[src/rtl/ctrl_packer_avlstrm_if.sv]
// Avalon-ST link bundle used by ctrl_packer_avlstrm.
// valid/ready: a beat transfers on a cycle where valid && ready are both high;
// once valid is raised, valid and data hold until that transfer happens.
interface avl_stream_if #(
    parameter int DATA_W = 40
);
    logic              valid;
    logic              ready;
    logic              sop;
    logic              eop;
    logic [DATA_W-1:0] data;

    modport tx (output valid, output sop, output eop, output data, input ready);
    modport rx (input valid, input sop, input eop, input data, output ready);
endinterface

[src/rtl/ctrl_packer_avlstrm.sv]
// ctrl_packer_avlstrm: host control-register writer.
// Each accepted in-range write updates a local shadow file and is queued in a
// first-word-fall-through FIFO. Each queued entry leaves as a single-beat
// {addr, val} packet on ctrl_out. Host backpressure is applied via waitrequest.
//
// Optional feature, macro CTRL_REFRESH_EN: a periodic sweep re-broadcasts the
// whole shadow file. Host FIFO beats take priority over refresh beats. Once a
// refresh beat is shown, it is locked until it is accepted.
//
// Handshake: a beat transfers on a cycle where ctrl_out.valid && ctrl_out.ready
// are both high. While valid && !ready, valid and data do not change.
module ctrl_packer_avlstrm #(
    parameter int NUM_REG          = 64,
    parameter int FIFO_DEPTH       = 8,
    parameter int REFRESH_INTERVAL = 4096
) (
    input  logic          Clk,
    input  logic          Rst,
    input  logic          write,
    input  logic [7:0]    writeaddr,
    input  logic [31:0]   writedata,
    output logic          waitrequest,
    input  logic [7:0]    readaddr,
    output logic [31:0]   readdata,
    output logic          dbg_state,
    avl_stream_if.tx      ctrl_out
);

    localparam int PW  = $clog2(FIFO_DEPTH);
    localparam int RAW = (NUM_REG > 1) ? $clog2(NUM_REG) : 1;
    localparam logic [PW:0] CNT_FULL = (PW+1)'(FIFO_DEPTH);

    typedef struct packed {
        logic [7:0]  addr;
        logic [31:0] val;
    } stats_t;

    // Storage
    logic [31:0]   r_shadow [NUM_REG];
    stats_t        r_fifo   [FIFO_DEPTH];
    logic [PW-1:0] r_wr_ptr;
    logic [PW-1:0] r_rd_ptr;
    logic [PW:0]   r_count;

    // Host side
    logic   w_wr_in_range;
    logic   w_rd_in_range;
    logic   w_accept;
    logic   w_push;
    logic   w_pop;
    logic   w_fifo_nonempty;
    stats_t w_head;

    // Refresh selection (tied off when the feature is not built)
    logic   w_ref_valid;
    stats_t w_ref_beat;

    assign w_wr_in_range   = ({24'd0, writeaddr} < 32'(NUM_REG));
    assign w_rd_in_range   = ({24'd0, readaddr} < 32'(NUM_REG));
    assign waitrequest     = (r_count == CNT_FULL);
    assign w_accept        = write && !waitrequest;
    assign w_push          = w_accept && w_wr_in_range;
    assign w_fifo_nonempty = (r_count != '0);
    assign w_head          = r_fifo[r_rd_ptr];

    // A FIFO beat pops only when it is the one being presented.
    assign w_pop = ctrl_out.ready && w_fifo_nonempty && !w_ref_valid;

    assign readdata = w_rd_in_range ? r_shadow[readaddr[RAW-1:0]] : 32'd0;

    // Stream output: a refresh beat, when shown, overrides the FIFO head.
    assign ctrl_out.valid = w_ref_valid || w_fifo_nonempty;
    assign ctrl_out.sop   = ctrl_out.valid;
    assign ctrl_out.eop   = ctrl_out.valid;
    assign ctrl_out.data  = w_ref_valid ? w_ref_beat : w_head;

    // Shadow register file: mirrors every accepted in-range write
    always_ff @(posedge Clk) begin
        if (Rst) begin
            for (int i = 0; i < NUM_REG; i++) begin
                r_shadow[i] <= 32'd0;
            end
        end else if (w_push) begin
            r_shadow[writeaddr[RAW-1:0]] <= writedata;
        end
    end

    // FIFO payload storage; its contents are irrelevant until count says so
    always_ff @(posedge Clk) begin
        if (w_push) begin
            r_fifo[r_wr_ptr] <= '{addr: writeaddr, val: writedata};
        end
    end

    // FIFO pointers and occupancy; pointers wrap naturally at FIFO_DEPTH
    always_ff @(posedge Clk) begin
        if (Rst) begin
            r_wr_ptr <= '0;
            r_rd_ptr <= '0;
            r_count  <= '0;
        end else begin
            if (w_push) begin
                r_wr_ptr <= r_wr_ptr + 1'b1;
            end
            if (w_pop) begin
                r_rd_ptr <= r_rd_ptr + 1'b1;
            end
            case ({w_push, w_pop})
                2'b10:   r_count <= r_count + 1'b1;
                2'b01:   r_count <= r_count - 1'b1;
                default: r_count <= r_count;
            endcase
        end
    end

`ifdef CTRL_REFRESH_EN
    localparam int CW = (REFRESH_INTERVAL > 1) ? $clog2(REFRESH_INTERVAL) : 1;
    localparam logic [CW-1:0]  T_LAST   = CW'(REFRESH_INTERVAL - 1);
    localparam logic [RAW-1:0] IDX_LAST = RAW'(NUM_REG - 1);

    typedef enum logic {
        ST_IDLE  = 1'b0,
        ST_SWEEP = 1'b1
    } ref_state_t;

    ref_state_t     r_state;
    logic [CW-1:0]  r_timer;
    logic [RAW-1:0] r_idx;
    logic           r_lock;
    stats_t         r_lock_beat;
    logic           w_ref_accept;

    // A refresh beat appears when the FIFO is empty. Once shown, it stays
    // (locked) even if host writes arrive.
    assign w_ref_valid  = (r_state == ST_SWEEP) && (r_lock || !w_fifo_nonempty);
    assign w_ref_beat   = r_lock ? r_lock_beat : {8'(r_idx), r_shadow[r_idx]};
    assign w_ref_accept = w_ref_valid && ctrl_out.ready;
    assign dbg_state    = (r_state == ST_SWEEP);

    // Refresh FSM: count the idle interval, then sweep every shadow index once
    always_ff @(posedge Clk) begin
        if (Rst) begin
            r_state     <= ST_IDLE;
            r_timer     <= '0;
            r_idx       <= '0;
            r_lock      <= 1'b0;
            r_lock_beat <= '0;
        end else begin
            case (r_state)
                ST_IDLE: begin
                    if (r_timer == T_LAST) begin
                        r_state <= ST_SWEEP;
                        r_timer <= '0;
                        r_idx   <= '0;
                    end else begin
                        r_timer <= r_timer + 1'b1;
                    end
                end
                ST_SWEEP: begin
                    r_timer <= '0;
                    if (w_ref_accept) begin
                        r_lock <= 1'b0;
                        if (r_idx == IDX_LAST) begin
                            r_state <= ST_IDLE;
                        end else begin
                            r_idx <= r_idx + 1'b1;
                        end
                    end else if (w_ref_valid && !r_lock) begin
                        // Freeze the shown value so a later shadow write
                        // cannot change a beat that is already on the link.
                        r_lock      <= 1'b1;
                        r_lock_beat <= w_ref_beat;
                    end
                end
                default: begin
                    r_state <= ST_IDLE;
                end
            endcase
        end
    end
`else
    assign w_ref_valid = 1'b0;
    assign w_ref_beat  = '0;
    assign dbg_state   = 1'b0;
`endif

    // A stalled beat must still be shown next cycle with identical data
    a_stall_stable: assert property (@(posedge Clk) disable iff (Rst)
        (ctrl_out.valid && !ctrl_out.ready) |=> (ctrl_out.valid && $stable(ctrl_out.data)));

endmodule

[src/flat_wrapper.sv]
// flat-port wrapper written by rule: the top's interface ports become plain ports
module ctrl_packer_avlstrm_flat 
#(
    parameter int NUM_REG          = 64,
    parameter int FIFO_DEPTH       = 8,
    parameter int REFRESH_INTERVAL = 4096
)
  (Clk, Rst, write, writeaddr, writedata, waitrequest, readaddr, readdata, dbg_state, ctrl_out_valid, ctrl_out_sop, ctrl_out_eop, ctrl_out_data, ctrl_out_ready);
  avl_stream_if ctrl_out_i ();
  input  logic Clk;
  input  logic Rst;
  input  logic write;
  input  logic [7:0] writeaddr;
  input  logic [31:0] writedata;
  output logic waitrequest;
  input  logic [7:0] readaddr;
  output logic [31:0] readdata;
  output logic dbg_state;
  output wire logic [$bits(ctrl_out_i.valid)-1:0] ctrl_out_valid;
  output wire logic [$bits(ctrl_out_i.sop)-1:0] ctrl_out_sop;
  output wire logic [$bits(ctrl_out_i.eop)-1:0] ctrl_out_eop;
  output wire logic [$bits(ctrl_out_i.data)-1:0] ctrl_out_data;
  input wire logic [$bits(ctrl_out_i.ready)-1:0] ctrl_out_ready;
  assign ctrl_out_valid = ctrl_out_i.valid;
  assign ctrl_out_sop = ctrl_out_i.sop;
  assign ctrl_out_eop = ctrl_out_i.eop;
  assign ctrl_out_data = ctrl_out_i.data;
  assign ctrl_out_i.ready = ctrl_out_ready;
  ctrl_packer_avlstrm #(.NUM_REG(NUM_REG), .FIFO_DEPTH(FIFO_DEPTH), .REFRESH_INTERVAL(REFRESH_INTERVAL)) u_core (.Clk(Clk), .Rst(Rst), .write(write), .writeaddr(writeaddr), .writedata(writedata), .waitrequest(waitrequest), .readaddr(readaddr), .readdata(readdata), .dbg_state(dbg_state), .ctrl_out(ctrl_out_i));
endmodule
[config.mk]
export PLATFORM = sky130hd
export DESIGN_NAME = ctrl_packer_avlstrm_flat
export DESIGN_NICKNAME = d
export VERILOG_FILES = /design/src/rtl/ctrl_packer_avlstrm_if.sv /design/src/rtl/ctrl_packer_avlstrm.sv /design/src/flat_wrapper.sv
export SDC_FILE = /design/constraint.sdc
export NUM_CORES = 2
export LEC_CHECK = 0
export BUFFER_PORTS_ARGS = -buffer_cell sky130_fd_sc_hd__buf_2
export CORE_AREA = 4 4 323 563
export CTS_BUF_LIST = sky130_fd_sc_hd__clkbuf_2 sky130_fd_sc_hd__clkbuf_4 sky130_fd_sc_hd__clkbuf_8
export DETAILED_ROUTE_END_ITERATION = 8
export DIE_AREA = 0 0 327 567
export HOLD_SLACK_MARGIN = 0.08
export PLACE_DENSITY_LB_ADDON = 0.3
export RECOVER_POWER = 100
export SYNTH_ARGS = -nofsm -noshare
export SYNTH_HDL_FRONTEND = slang
export SYNTH_SLANG_ARGS = --single-unit
[constraint.sdc]
create_clock -name Clk -period 8.4 [get_ports Clk]
set_clock_uncertainty 0.15 [all_clocks]
set_input_delay 0.84 -clock Clk [delete_from_list [all_inputs] [get_ports Clk]]
set_output_delay 0.84 -clock Clk [all_outputs]
set_load 0.005 [all_outputs]
==> results_tabular.tex <==
\begin{tabular}{lr}
\hline
Metric & Value \\
\hline
\multicolumn{2}{l}{\textbf{Status}} \\
\quad Outcome & complete, but fails checks \\
\quad Violations in the final reports & capacitance limit, slew limit \\
\multicolumn{2}{l}{\textbf{GRT}} \\
\quad First-pass GRT wire length & 433,000 microns \\
\quad Antenna violations before repair & 20 \\
\quad GRT Total Usage & 33.0\% \\
\quad Gr ovfl total & 0 \\
\quad Number of global-route vias before repair & 60,700 \\
\quad Pin count of the biggest net entering global routing & 99 \\
\multicolumn{2}{l}{\textbf{Power}} \\
\quad Pwr/cell area & 213 nW/um\^{}2 \\
\quad Worst IR drop on VDD & 0.304 mV \\
\quad Leakage component of the power & 40.1 nW \\
\multicolumn{2}{l}{\textbf{Timing}} \\
\quad Total count of max-transition violations in the final report & 5,637 \\
\quad Timing-limited maximum frequency & 141 MHz \\
\quad Portion of the clock cycle consumed by the worst path in the final layout & 84.4\% \\
\quad Setup violators final & 0 \\
\quad Unrepaired setup endpoints after global routing & false \\
\quad Final min period & 7.09 ns \\
\quad Worst relative slew slack & -191\% \\
\quad Slew at the pin closest to its max-slew limit & 4.37 ns \\
\quad Hold violation count in the final report & 0 \\
\quad Setup TNS after final layout & 0 ns \\
\multicolumn{2}{l}{\textbf{Worst setup path}} \\
\quad Arrival time at the worst endpoint & 7.42 ns \\
\quad Cell at the slowest stage of the critical path & or2\_0 \\
\quad Most repeated library cell on the critical path & clkbuf\_1 \\
\quad Critical path buffer and inverter count & 3 \\
\quad Worst Setup End Kind & flop \\
\quad Critical path, cell by cell & dlygate4sd3\_1 -> clkbuf\_1 -> nor4b\_4 -> nand3b\_1 -> nor2\_2 -> clkbuf\_1 -> or2\_0 \\
\quad Classification of the worst setup path & in2reg \\
\quad Critical path startpoint category & primary input \\
\quad Delay-heaviest family, CP & simple AND/OR/NAND/NOR gates \\
\quad Largest stage delay on the critical path & 2.37 ns \\
\quad Data required time at the worst endpoint & 8.73 ns \\
\quad Maximum fanout along the worst path & 33 \\
\multicolumn{2}{l}{\textbf{Floorplan}} \\
\quad Die boundary height & 567 microns \\
\quad Core Region & 177,000 sq um \\
\quad Number of primary I/O pins & 129 \\
\quad Initial Utilization & 59.9\% \\
\quad DIE AREA & 185,000 sq um \\
\quad DIE WIDTH & 327 microns \\
\quad Number of placement rows & 204 \\
\multicolumn{2}{l}{\textbf{Clock network}} \\
\quad Clock latency reported for the late side of the worst-skew pair & 0.97 ns \\
\quad CTS resizes & 0 \\
\quad Post-CTS Hold Fix Bufs & 7 \\
\quad Clk root buf & clkbuf\_8 \\
\quad Total CTS buffers & 333 \\
\quad Sinks on the clock net & 2,381 \\
\quad Buffers inserted during post-CTS setup optimization & 0 \\
\quad TritonCTS clock tree & yes \\
\quad \# H-tree levels & 5 \\
\quad Longest Clk Path Bufs & 4 \\
\quad Clk pin slew, worst setup/hold paths & 0.06 ns \\
\multicolumn{2}{l}{\textbf{Final layout}} \\
\quad Share of cells above drive strength 1 & 21.6\% \\
\quad Final non-filler cell area & 114,000 sq um \\
\quad Net count reported at finish & 6,427 \\
\quad Area Overhead vs Synth & 8.04\% \\
\multicolumn{2}{l}{\textbf{Synth}} \\
\quad Post-synth net total & 6,383 \\
\quad Avg Synthesized Cell Area & 16.7 sq um \\
\quad Synth warn & 0 \\
\quad Synthesis-stage register bit count & 2,381 \\
\quad Synth Instances & 6,326 \\
\quad Count of flip-flops with a built-in enable after synthesis & 2,368 \\
\quad Biggest area consumer among synthesized cells & edfxtp\_1 \\
\quad Cell area after synthesis & 106,000 sq um \\
\quad Cell variety after synth & 60 \\
\quad Share of the synthesized area in the top cell type & 67.1\% \\
\quad Most used flip-flop cell after synthesis & edfxtp\_1 \\
\quad Top cells by area, synth & edfxtp\_1 67\%, mux4\_2 14\%, and2\_1 12\%, clkbuf\_1 1.6\%, mux2i\_1 0.89\% \\
\quad Fraction of the yosys area taken by sequential cells & 67.4\% \\
\quad Async SR Flop Fraction & 0\% \\
\multicolumn{2}{l}{\textbf{Place}} \\
\quad Gpl congestion & 0.908 \\
\quad Area post-placement & 109,000 sq um \\
\quad Detailed placer's ending HPWL & 178,000 microns \\
\quad Port Buf Inserts & 127 \\
\multicolumn{2}{l}{\textbf{Routing}} \\
\quad Count of unresolved DRC violations after routing & 0 \\
\quad Post-DR wirelength/cell & 33.9 microns \\
\quad Total number of vias & 58,200 \\
\quad First-pass DRT Iterations & 6 \\
\quad Wirelength, routed & 305,000 microns \\
\quad Vias per Instance & 6.47 \\
\quad ANT nets after route & 0 \\
\quad Violation count after the first detailed-routing iteration & 7,291 \\
\multicolumn{2}{l}{\textbf{Worst hold path}} \\
\quad Class of the most critical hold timing path & in2reg \\
\multicolumn{2}{l}{\textbf{Run}} \\
\quad Number of max-capacitance violations reported & 139 \\
\hline
\end{tabular}
area by class of cell:
| class | instances | area [sq um] |
|---|---|---|
| clock inverters | 142 | 898 |
| inverters | 6 | 25.0 |
| clock buffers | 440 | 5420 |
| repair buffers | 333 | 1800 |
| diodes | 10 | 25.0 |
| multi-input cells | 3315 | 31900 |
| fillers | 12100 | 62500 |
| well taps | 2369 | 2960 |
| flip-flops and latches | 2381 | 71400 |
Yosys cell counts (all sizes together), types with 2 or more instances:
cell,count
mux2,75
nor3b,2
a221oi,2
ha,5
o32ai,6
o211ai,5
nor4bb,2
nand2,64
clkbuf,452
o21ai,19
mux2i,94
a211oi,3
a31oi,14
and2,2049
a32oi,3
o22ai,16
nor3,18
o2111ai,4
nor2b,3
nand2b,6
a21boi,2
o31ai,3
a21oi,20
nand3b,4
and3,2
or2,65
mux4,655
nor4b,3
inv,6
o221ai,3
dfxtp,13
or3b,2
a22oi,19
buf,172
edfxtp,2368
nand3,12
nand4b,3
xor2,6
nor2,103
a221o,4
nand4,7
or3,3
metrics by stage:
step           total power [mW]  util, %  std cells  worst slack [ns]  hold slack (ns)
2_1_floorplan              14.9        -       6326              2.01            0.304
3_3_place_gp               15.7     61.5       8397              2.14            0.329
3_5_place_dp               15.7     61.5       8397              2.63            0.339
4_1_cts                    24.4     65.1       8986              2.64           0.0857
5_1_grt                    25.0     64.7       8989              1.26            0.158
6_report                   24.3     64.7       8996              1.31            0.139
cells in the final DEF, fill, tap and decap left out, types with 18 or more instances in the layout:
master    instances
a21oi_1          20
a22oi_1          19
and2_0         1201
and2_1          848
buf_2            65
buf_4            55
clkbuf_1        190
clkbuf_4        102
clkbuf_8        338
clkinv_1         86
clkinv_2         31
edfxtp_1       2368
mux2_2           65
mux2i_1          94
mux4_2          655
nand2_1          64
nor2_1           66
nor2_2           37
o21ai_0          18
or2_0            31
or2_2            32
logic make-up after synthesis:
group	after synthesis	share of synthesized area [%]
AO/OA/AOI/OAI	128	0.815
XOR/XNOR	7	0.0579
adder cells (fa/ha/maj)	5	0.0591
buffers and inverters	630	2.54
flip-flops	2381	67.4
multiplexers	824	15.6
other	1	0.00354
AND/OR/NAND/NOR	2350	13.5
power breakdown:
group | leakage, nW | internal [mW] | switching (mW) | total (mW)
clock network | 3.34 | 4.49 | 4.37 | 8.85
registers | 25.0 | 13.3 | 0.139 | 13.5
logic | 11.7 | 0.758 | 1.26 | 2.02
sequential cells by signal, summed over array words and instances (netlist names), named ones only:
name,flops
u_core.r_shadow,2048
u_core.r_fifo,320
u_core.r_rd_ptr,3
u_core.r_wr_ptr,3
u_core.r_count,4
layer usage:
layer	share of wire (%)	GRT usage, %
met3	9.6	6.37
met5	0.023	0
met1	31	38.6
met2	49	54.3
met4	10	25.3
tightest hold or removal path, cell delays in order:
cell	delay [ns]
buf_2	0.09
nand2_1	0.10
nand2_1	0.08
a21oi_1	0.08
worst paths after layout:
path,cells past startpoint,from,end,slack [ns]
worst min-delay path,4,ctrl_out_ready,flop,0.14
worst max register to register,6,u_core.r_count[1]$_SDFFE_PP0P_,u_core.r_shadow[56][9]$_SDFFCE_PN0P_,1.41
worst min register to register,2,u_core.r_rd_ptr[1]$_SDFFE_PP0N_,flop,0.35
worst max-delay path,7,writeaddr[7],u_core.r_shadow[56][9]$_SDFFCE_PN0P_,1.31
Note: power is estimated with default switching activity, not from simulation.
